<file path="config.mk">
export PLATFORM = sky130hd
export DESIGN_NAME = biu_xfer_seq_flat
export DESIGN_NICKNAME = d
export VERILOG_FILES = /design/src/rtl/biu_pkg.sv /design/src/rtl/biu_xfer_seq_if.sv /design/src/rtl/biu_addr_cnt.sv /design/src/rtl/biu_xfer_seq.sv /design/src/flat_wrapper.sv
export SDC_FILE = /design/constraint.sdc
export NUM_CORES = 1
export LEC_CHECK = 0
export CAP_MARGIN = 15
export CELL_PAD_IN_SITES_DETAIL_PLACEMENT = 1
export CELL_PAD_IN_SITES_GLOBAL_PLACEMENT = 2
export CORE_MARGIN = 10
export CORE_UTILIZATION = 25
export DETAILED_ROUTE_END_ITERATION = 12
export GPL_ROUTABILITY_DRIVEN = 0
export HOLD_SLACK_MARGIN = 0.02
export PLACE_DENSITY = 0.93
export SLEW_MARGIN = 25
export SYNTH_ARGS = -nofsm -noshare
export SYNTH_HDL_FRONTEND = slang
export SYNTH_HIERARCHICAL = 1
export SYNTH_SLANG_ARGS = --single-unit
</file>
<file path="constraint.sdc">
create_clock -name Clk -period 3.25 [get_ports Clk]
set_input_delay 0.65 -clock Clk [delete_from_list [all_inputs] [get_ports Clk]]
set_output_delay 0.65 -clock Clk [all_outputs]
set_load 0.005 [all_outputs]
</file>
<file path="src/rtl/biu_pkg.sv">
// Shared definitions for the bus-interface transfer sequencer:
// FSM state encoding, beat-counter width and the default watchdog limit.
package biu_pkg;

  // A transaction moves at most 4 beats; 3 bits hold 0..4.
  localparam int BEAT_W          = 3;
  localparam int TIMEOUT_CYC_DEF = 15;

  typedef logic [1:0] state_t;

  localparam state_t ST_IDLE = 2'd0;
  localparam state_t ST_XFER = 2'd1;
  localparam state_t ST_DONE = 2'd2;

endpackage

</file>
<file path="src/rtl/biu_xfer_seq_if.sv">
// Memory-side bus of the transfer sequencer. The sequencer is the master;
// the memory (or its model) is the slave.
interface biu_xfer_seq_if #(
  parameter int ADDR_W = 32,
  parameter int DATA_W = 32
);

  logic [ADDR_W-1:0] mem_addr;
  logic [DATA_W-1:0] mem_wdata;
  logic              mem_rd;
  logic              mem_wr;
  logic [DATA_W-1:0] mem_rdata;
  logic              mem_ready;

  modport master (
    output mem_addr, mem_wdata, mem_rd, mem_wr,
    input  mem_rdata, mem_ready
  );

  modport slave (
    input  mem_addr, mem_wdata, mem_rd, mem_wr,
    output mem_rdata, mem_ready
  );

endinterface

</file>
<file path="src/rtl/biu_addr_cnt.sv">
// Word-address counter: load has priority over increment; increments wrap
// modulo 2^ADDR_W.
module biu_addr_cnt #(
  parameter int ADDR_W = 32
) (
  input  logic              Clk,
  input  logic              Reset,
  input  logic              load,
  input  logic              inc,
  input  logic [ADDR_W-1:0] load_val,
  output logic [ADDR_W-1:0] cnt
);

  // Load a new start address or step to the next word on each accepted beat.
  // NOTE: state is updated with <= so every register samples pre-edge values.
  always_ff @(posedge Clk or posedge Reset) begin
    if (Reset)     cnt <= '0;
    else if (load) cnt <= load_val;
    else if (inc)  cnt <= cnt + ADDR_W'(1);
  end

endmodule

</file>
<file path="src/rtl/biu_xfer_seq.sv">
// Bus-interface transfer sequencer: turns one request from the execution unit
// into a single write beat or a 1..4 beat read burst on the memory bus.
// Optional build macro BIU_TIMEOUT_EN adds a per-beat watchdog that aborts
// the transaction with err after TIMEOUT_CYC consecutive wait cycles.
module biu_xfer_seq
  import biu_pkg::*;
#(
  parameter int ADDR_W      = 32,
  parameter int DATA_W      = 32,
  parameter int TIMEOUT_CYC = TIMEOUT_CYC_DEF
) (
  input  logic              Clk,
  input  logic              Reset,
  input  logic              req,
  input  logic              we,
  input  logic [1:0]        len,
  input  logic [ADDR_W-1:0] addr,
  input  logic [DATA_W-1:0] wdata,
  output logic              busy,
  output logic [DATA_W-1:0] rdata,
  output logic              rvalid,
  output logic              done,
  output logic              err,
  biu_xfer_seq_if.master    mem
);

  state_t            state;
  state_t            state_nxt;
  logic              we_q;
  logic [DATA_W-1:0] wdata_q;
  logic [BEAT_W-1:0] beats_q;
  logic [ADDR_W-1:0] addr_cnt;
  logic              start;
  logic              beat_ok;
  logic              last_beat;
  logic              timeout;

  // A request is only taken in IDLE; anything arriving later is dropped.
  assign start     = (state == ST_IDLE) && req;
  assign beat_ok   = (state == ST_XFER) && mem.mem_ready;
  assign last_beat = beat_ok && (beats_q == BEAT_W'(1));

  biu_addr_cnt #(.ADDR_W(ADDR_W)) u_addr_cnt (
    .Clk      (Clk),
    .Reset    (Reset),
    .load     (start),
    .inc      (beat_ok),
    .load_val (addr),
    .cnt      (addr_cnt)
  );

`ifdef BIU_TIMEOUT_EN
  localparam int WAIT_W = $clog2(TIMEOUT_CYC + 1);

  logic [WAIT_W-1:0] wait_q;
  logic              err_q;

  // The wait cycle that would bring the counter to TIMEOUT_CYC aborts,
  // unless the memory answers in that same cycle.
  assign timeout = (state == ST_XFER) && !mem.mem_ready &&
                   (wait_q == WAIT_W'(TIMEOUT_CYC - 1));

  // Count consecutive stalled cycles of the current beat.
  always_ff @(posedge Clk or posedge Reset) begin
    if (Reset)                   wait_q <= '0;
    else if (start || beat_ok)   wait_q <= '0;
    else if (state == ST_XFER)   wait_q <= wait_q + WAIT_W'(1);
  end

  // Remember why XFER ended so err can accompany done.
  always_ff @(posedge Clk or posedge Reset) begin
    if (Reset)        err_q <= 1'b0;
    else if (start)   err_q <= 1'b0;
    else if (timeout) err_q <= 1'b1;
  end

  assign err = (state == ST_DONE) && err_q;
`else
  assign timeout = 1'b0;
  assign err     = 1'b0;
`endif

  // Next-state decode for the IDLE -> XFER -> DONE -> IDLE sequence.
  // NOTE: the default assignment first keeps this block free of latches.
  always_comb begin
    state_nxt = state;
    case (state)
      ST_IDLE: if (req)                  state_nxt = ST_XFER;
      ST_XFER: if (last_beat || timeout) state_nxt = ST_DONE;
      ST_DONE:                           state_nxt = ST_IDLE;
      default:                           state_nxt = ST_IDLE;
    endcase
  end

  // State register.
  always_ff @(posedge Clk or posedge Reset) begin
    if (Reset) state <= ST_IDLE;
    else       state <= state_nxt;
  end

  // Capture the transaction and count down the remaining beats.
  always_ff @(posedge Clk or posedge Reset) begin
    if (Reset) begin
      we_q    <= 1'b0;
      wdata_q <= '0;
      beats_q <= '0;
    end else if (start) begin
      we_q    <= we;
      wdata_q <= wdata;
      beats_q <= we ? BEAT_W'(1) : ({1'b0, len} + BEAT_W'(1));
    end else if (beat_ok) begin
      beats_q <= beats_q - BEAT_W'(1);
    end
  end

  // Register each read beat and flag it for one cycle; rdata holds otherwise.
  // NOTE: rdata is reset as well, since its value after reset is visible.
  always_ff @(posedge Clk or posedge Reset) begin
    if (Reset) begin
      rdata  <= '0;
      rvalid <= 1'b0;
    end else begin
      rvalid <= beat_ok && !we_q;
      if (beat_ok && !we_q) rdata <= mem.mem_rdata;
    end
  end

  assign busy          = (state == ST_XFER);
  assign done          = (state == ST_DONE);
  assign mem.mem_rd    = busy && !we_q;
  assign mem.mem_wr    = busy && we_q;
  assign mem.mem_addr  = addr_cnt;
  assign mem.mem_wdata = wdata_q;

endmodule

</file>
<file path="src/flat_wrapper.sv">
// flat-port wrapper written by rule: the top's interface ports become plain ports
module biu_xfer_seq_flat import biu_pkg::*;
#(
  parameter int ADDR_W      = 32,
  parameter int DATA_W      = 32,
  parameter int TIMEOUT_CYC = TIMEOUT_CYC_DEF
)
  (Clk, Reset, req, we, len, addr, wdata, busy, rdata, rvalid, done, err, mem_mem_addr, mem_mem_wdata, mem_mem_rd, mem_mem_wr, mem_mem_rdata, mem_mem_ready);
  biu_xfer_seq_if #(.ADDR_W(ADDR_W), .DATA_W(DATA_W)) mem_i ();
  input  logic Clk;
  input  logic Reset;
  input  logic req;
  input  logic we;
  input  logic [1:0] len;
  input  logic [ADDR_W-1:0] addr;
  input  logic [DATA_W-1:0] wdata;
  output logic busy;
  output logic [DATA_W-1:0] rdata;
  output logic rvalid;
  output logic done;
  output logic err;
  output wire logic [$bits(mem_i.mem_addr)-1:0] mem_mem_addr;
  output wire logic [$bits(mem_i.mem_wdata)-1:0] mem_mem_wdata;
  output wire logic [$bits(mem_i.mem_rd)-1:0] mem_mem_rd;
  output wire logic [$bits(mem_i.mem_wr)-1:0] mem_mem_wr;
  input wire logic [$bits(mem_i.mem_rdata)-1:0] mem_mem_rdata;
  input wire logic [$bits(mem_i.mem_ready)-1:0] mem_mem_ready;
  assign mem_mem_addr = mem_i.mem_addr;
  assign mem_mem_wdata = mem_i.mem_wdata;
  assign mem_mem_rd = mem_i.mem_rd;
  assign mem_mem_wr = mem_i.mem_wr;
  assign mem_i.mem_rdata = mem_mem_rdata;
  assign mem_i.mem_ready = mem_mem_ready;
  biu_xfer_seq #(.ADDR_W(ADDR_W), .DATA_W(DATA_W), .TIMEOUT_CYC(TIMEOUT_CYC)) u_core (.Clk(Clk), .Reset(Reset), .req(req), .we(we), .len(len), .addr(addr), .wdata(wdata), .busy(busy), .rdata(rdata), .rvalid(rvalid), .done(done), .err(err), .mem(mem_i));
endmodule
</file>
==> results of run 1 <==
==> worst max path at each step <==
stage / end / cells past startpoint / start
2_1_floorplan: u_core/u_addr_cnt/cnt[20] / 8 / mem_mem_ready
3_3_place_gp: u_core/u_addr_cnt/cnt[26] / 6 / mem_mem_ready
3_5_place_dp: u_core/u_addr_cnt/cnt[30] / 6 / mem_mem_ready
4_1_cts: u_core/u_addr_cnt/cnt[31] / 6 / mem_mem_ready
5_1_grt: u_core/u_addr_cnt/cnt[31] / 6 / mem_mem_ready
6_report: u_core/u_addr_cnt/cnt[30] / 6 / mem_mem_ready
==> metal layers <==
layer  vias up  global-route usage
li1       1967                   -
met3        22              0.0330
met5         -                   0
met2       112               0.217
met1      2047               0.147
met4         0              0.0557
==> kinds of logic (layout without fill, tap and decap cells) <==
kind of cell             count (synthesis)  count (layout)  synth area share
AND/OR/NAND/NOR                        210             210             0.218
flip-flops                             103             103             0.546
AO/OA/AOI/OAI                           54              54            0.0705
buffers and inverters                   38             242            0.0493
multiplexers                            33              33            0.0785
XOR/XNOR                                14              14            0.0260
adder cells (fa/ha/maj)                  4               4            0.0106
other                                    1               1          0.000794
==> worst max-delay path, cell delays in order <==
cell and delay (ps):
clkdlybuf4s50_1 470, and3b_1 260, nand3_1 250, or4_4 690
or4_1 530, a31oi_1 170
==> per-stage QoR <==
stage | instance area [sq um] | hold WS, ps | instances | power (W)
2_1_floorplan | 4720 | 467 | 457 | 0.00357
3_3_place_gp | 6960 | 458 | 879 | 0.00530
3_5_place_dp | 6960 | 461 | 879 | 0.00539
4_1_cts | 7290 | 482 | 895 | 0.00663
5_1_grt | 7290 | 508 | 895 | 0.00698
6_report | 7290 | 476 | 895 | 0.00649
==> power by group through the flow <==
stage	Clock, W	Sequential [W]	Combinational [W]
detailed placement	0	0.00246	0.00293
floorplan	0	0.00241	0.00117
global route	0.00130	0.00253	0.00315
CTS	0.00124	0.00244	0.00295
global placement	0	0.00243	0.00287
finish	0.00119	0.00242	0.00287
==> sequential cells by signal (all words and copies together) (netlist names) <==
signal / count
u_core/beats_q: 3
u_core/mem.mem_wdata: 32
u_core/rdata: 32
u_core/rvalid: 1
u_core/state: 2
u_core/u_addr_cnt/cnt: 32
u_core/we_q: 1
==> cell type report <==
| type | instances | share of cell area |
|---|---|---|
| tap | 234 | 0.0402 |
| multi-input combinational | 316 | 0.262 |
| clock inverter | 7 | 0.0141 |
| inverter | 13 | 0.00686 |
| clock buffer | 9 | 0.0309 |
| sequential | 103 | 0.354 |
| timing repair buffer | 213 | 0.292 |
==> Yosys cell counts (all sizes together) (2+ instances only) <==
cell / n / area (sq um)
ha: 4 / 50.1
nand2: 123 / 462
clkinv: 2 / 8.75
xor2: 4 / 35.0
mux2: 32 / 360
inv: 11 / 41.3
o21ai: 19 / 95.1
nand3b: 2 / 15.0
and4: 3 / 26.3
nor4: 4 / 25.0
dfrtp: 103 / 2580
buf: 14 / 141
o31ai: 14 / 105
nor2: 19 / 71.3
or3: 5 / 35.0
or2: 3 / 18.8
nand3: 14 / 75.1
a31oi: 17 / 106
nand4: 5 / 37.5
clkbuf: 11 / 41.3
and3b: 3 / 26.3
xnor2: 10 / 87.6
or4: 20 / 158
nor3b: 2 / 26.3
o211ai: 2 / 15.0
==> placed cells by master (no fill, tap or decap), types with 3 or more instances in the layout <==
cell | netlist | final
clkdlybuf4s50_1 | 0 | 203
nand2_1 | 123 | 123
dfrtp_1 | 103 | 103
mux2_2 | 32 | 32
o21ai_0 | 19 | 19
nor2_1 | 19 | 19
or4_1 | 18 | 18
a31oi_1 | 17 | 17
o31ai_1 | 14 | 14
nand3_1 | 13 | 13
xnor2_1 | 10 | 10
inv_1 | 11 | 10
clkbuf_16 | 0 | 9
buf_4 | 3 | 8
xor2_1 | 4 | 4
ha_1 | 4 | 4
nor4_1 | 4 | 4
nand4_1 | 4 | 4
and3b_1 | 3 | 3
and4_1 | 3 | 3
or3_2 | 3 | 3
or2_2 | 3 | 3
==> metrics.md, run 1 <==
| Metric | Value |
|---|---|
| Fin util | `0.391` |
| Final period utilization | `0.848` |
| Slew @ Worst Pin | `684 ps` |
| GRT overflow | `0` |
| EDFF count, synth | `0` |
| Sequential fraction of the synthesis area | `0.546` |
| Vias | `4148` |
| Register area | `2580 sq um` |
| Crit-path max FO | `14` |
| CP Class | `in2reg` |
| Unrepaired setup endpoints after global routing | `no` |
| Int Pwr | `0.00425 W` |
| Routed met1 length | `6820 um` |
| Status | `completed` |
| Clk slew on worst S/H paths | `80 ps` |
| Syn. warnings | `6` |
| Cell depth of the worst flop-to-flop path | `5` |
| PnR worst setup slack | `494 ps` |
| Crit Reg-Reg Endpoint | `u_core/u_addr_cnt/cnt[30]` |
| Avg Cell Area, Syn | `10.3 sq um` |
| Power Dens Cells | `890 nW/um^2` |
| Clock root buffer | `clkbuf_16` |
| Clk_lat worst skew | `360 ps` |
| DRT antenna net count | `0` |
| DRC viols | `0` |
| Post-CTS Setup Inserts | `0` |
| Fill cells | `2091` |
| DR pass1 iterations | `4` |
| Netlist cell types | `45` |
| Logic pwr share | `0.442` |
| IO Count | `205` |
| Vias in the first global route | `4401` |
| CTS H-tree depth | `3` |
| Die ar. | `24800 sq um` |
| Maximum clock rate | `363 MHz` |
| Arrival time worst endpoint | `3040 ps` |
| Max-cap violations | `0` |
| Cts-stage hold buffer count | `0` |
| Post-CTS sizing | `0` |
| CTS buffer count | `9` |
| IO Port Bufs | `203` |
| CTS max path bufs | `2` |
| Synth Cell Area | `4720 sq um` |
| Total wire length | `16300 um` |
| Nets | `763` |
| Die width | `157 um` |
| Per-cell routed wire length | `18.2 um` |
| Critical Path Source Type | `input pin` |
| Psw | `0.00224 W` |
| WP data required | `3530 ps` |
| Minimum clock period | `2760 ps` |
| Initial antenna violation count | `0` |
| Slew Viols, Final | `0` |
| Clk_skew | `11.3 ps` |
| Setup WS pre-CTS | `128 ps` |
| DR vias/cell | `4.63` |
| DR top layer | `met4` |
| Clock sink count | `103` |
| Reg-to-reg startpoint | `u_core/u_addr_cnt/cnt[0]` |
| Met3 routed wirelength | `1010 um` |
| Met2 WL | `8060 um` |
| Sum Neg Setup Slack | `0 ps` |
| Multi-input gate area | `1910 sq um` |
| Main synth FF type | `dfrtp_1` |
| Initial Util | `0.253` |
| 1st-iter DRT viols | `168` |
| Worst setup EP type | `flop` |
| Yosys reg bits | `103` |
| Row cnt | `50` |
| VDD IR-drop max | `0.366 mV` |
| Seq pwr share | `0.374` |
| # diodes | `0` |
| Syn nets | `564` |
| Final Hold Viols | `0` |
| CTS tree | `yes` |
| Share of cells above drive strength 1 | `0.109` |
| Leak | `3.01 nW` |
| Syn Inst Count | `457` |
| Largest net degree at the start of global routing | `61` |
| Sw Ratio | `0.345` |
| Hold Path Origin | `u_core/mem.mem_wdata[29]` |
| HP Class | `reg2reg` |
| Slew margin rel. | `0.544` |
| Gr usage total | `0.127` |
| Async S/R FF share, synth | `1.00` |
| Core box area | `18600 sq um` |
| FF-to-FF setup slack | `770 ps` |
| # setup viols final | `0` |
| Clk network pwr share | `0.184` |
| Endpoint, Worst Hold | `u_core/mem.mem_wdata[29]` |
| Die H | `157 um` |
| Syn-to-layout area delta | `54.4%` |
| Global-route wire length before repair | `24800 um` |
| Worst hold stages | `2` |
| Detailed Place HPWL | `12400 um` |
Power figures use the tool's default switching activity.
==> run 2, diff against run 1 <==
==> constraint.sdc (replaced) <==
create_clock -name Clk -period 2.54 [get_ports Clk]
set_input_delay 0.508 -clock Clk [delete_from_list [all_inputs] [get_ports Clk]]
set_output_delay 0.508 -clock Clk [all_outputs]
set_load 0.005 [all_outputs]
==> metrics.md, run 2 (synthesized netlist as in run 1, its figures left out) <==
| Metric | Value |
|---|---|
| DR vias/cell | `4.60` |
| Slew Viols, Final | `0` |
| VDD IR-drop max | `0.348 mV` |
| Critical Path Source Type | `input pin` |
| Crit-path max FO | `5` |
| IO Port Bufs | `203` |
| # setup viols final | `0` |
| Dpl cells | `891` |
| Arrival time worst endpoint | `2760 ps` |
| Die width | `157 um` |
| CP Class | `in2reg` |
| Clk_lat worst skew | `350 ps` |
| Nets | `775` |
| Fin util | `0.397` |
| HP Class | `reg2reg` |
| Reg-to-reg startpoint | `u_core/state[1]` |
| Syn-to-layout area delta | `56.8%` |
| Most frequent cells in the layout | `clkdlybuf4s50_1, nand2_1, dfrtp_1` |
| Initial Util | `0.253` |
| Hold Path Origin | `u_core/mem.mem_wdata[6]` |
| # diodes | `0` |
| Slowest stage cell, crit path | `or4_4` |
| CTS buffer count | `9` |
| Final Hold Viols | `0` |
| IO Count | `205` |
| Final std cells w/o fill | `907` |
| DRT antenna net count | `0` |
| Minimum clock period | `2500 ps` |
| Leak | `3.07 nW` |
| Share of cells above drive strength 1 | `0.126` |
| Fill cells | `2092` |
| Global-route wire length before repair | `25600 um` |
| Cell depth of the worst flop-to-flop path | `6` |
| Worst setup EP type | `flop` |
| Die ar. | `24800 sq um` |
| WP data required | `2800 ps` |
| Clock root buffer | `clkbuf_16` |
| Final period utilization | `0.985` |
| 1st-iter DRT viols | `156` |
| Crit-path max cell delay | `550 ps` |
| Cts-stage hold buffer count | `0` |
| Detailed Place HPWL | `12700 um` |
| Initial antenna violation count | `0` |
| Finished Cell Area | `7400 sq um` |
| Gr usage total | `0.130` |
| Commonest non-fill, non-tap cell in the layout | `clkdlybuf4s50_1` |
| CTS tree | `yes` |
| Largest net degree at the start of global routing | `72` |
| Setup WS pre-CTS | `-407 ps` |
| Crit Reg-Reg Endpoint | `u_core/u_addr_cnt/cnt[21]` |
| DR pass1 iterations | `6` |
| Vias | `4168` |
| FF-to-FF setup slack | `190 ps` |
| GRT overflow | `0` |
| Post-DP Area | `7080 sq um` |
| Worst hold stages | `2` |
| CTS H-tree depth | `3` |
| Maximum clock rate | `400 MHz` |
| Clk slew on worst S/H paths | `80 ps` |
| Status | `completed` |
| Per-cell routed wire length | `18.1 um` |
| Clock sink count | `103` |
| Clk_skew | `14.7 ps` |
| Total power | `0.00838 W` |
| Die H | `157 um` |
| Power Dens Cells | `1130 nW/um^2` |
| Unrepaired setup endpoints after global routing | `yes` |
| Post-CTS Setup Inserts | `0` |
| Vias in the first global route | `4598` |
| Endpoint, Worst Hold | `u_core/mem.mem_wdata[6]` |
| DRC viols | `0` |
| Row cnt | `50` |
| CTS max path bufs | `2` |
| Cell Chain, Critical Path | `clkdlybuf4s50_1 -> and3b_2 -> nand4_2 -> buf_4 -> or4_4 -> or4_1 -> a31oi_1` |
| Total wire length | `16400 um` |
| PnR worst setup slack | `39.0 ps` |
| Max-cap violations | `0` |
| Core box area | `18600 sq um` |
[run 2: changes by cell type in the layout (fill, tap and decap cells not counted)]
cell      delta
buf_4       +10
buf_12       +2
and3b_1      -1
and3b_2      +1
clkinv_4     -1
clkinv_8     -1
inv_6        +1
inv_8        +1
[run 2: where the power goes]
part / internal [W] / switching, W / leakage, nW
sequential: 0.00244 / 0.000641 / 1.23
combinational: 0.00228 / 0.00152 / 1.68
clock: 0.000800 / 0.000696 / 0.159
total: 0.00552 / 0.00286 / 3.07
[run 2: worst max-delay path by stage]
stage,startpoint,to,depth (start not counted)
3_3_place_gp,mem_mem_ready,u_core/u_addr_cnt/cnt[21],7
6_report,mem_mem_ready,u_core/u_addr_cnt/cnt[21],7
3_5_place_dp,mem_mem_ready,u_core/u_addr_cnt/cnt[21],7
2_1_floorplan,mem_mem_ready,u_core/u_addr_cnt/cnt[20],8
5_1_grt,mem_mem_ready,u_core/u_addr_cnt/cnt[31],6
4_1_cts,mem_mem_ready,u_core/u_addr_cnt/cnt[21],7
[run 2: what timing repair did]
action | in CTS | in global routing
resized for setup | 1 | 0
endpoints found under the setup margin | 1 | 8
pin swaps | 0 | 2
[run 2: cell type report]
cell class,count,area (sq um),area share
Sequential cell,103,2580,0.348
Timing Repair Buffer,225,2250,0.304
Multi-Input combinational cell,316,1910,0.258
Tap cell,234,293,0.0396
Clock buffer,9,225,0.0304
Clock inverter,7,97.6,0.0132
Inverter,13,50.0,0.00676
[run 2: routing by layer]
layer,vias to the layer above,part of all wire,wire length [um],GRT usage
met5,-,0,0,0
met2,103,0.52,8460,0.230
met3,14,0.061,1000,0.0336
met4,0,0.013,206,0.0361
met1,2056,0.41,6740,0.150
li1,1995,-,-,-
[run 2: per-stage QoR]
stage                     setup TNS, ps  hold WS [ps]
after floorplan                       0           467
after detailed placement          -4990           463
after global routing              -61.5           492
after CTS                             0           483
final                                 0           475
after global placement            -4080           457
[run 2: critical path: cells and delay by family]
kind	cells	cell delay [ps]
compound gates	1	180
buf+inv	2	640
simple gates	4	1430
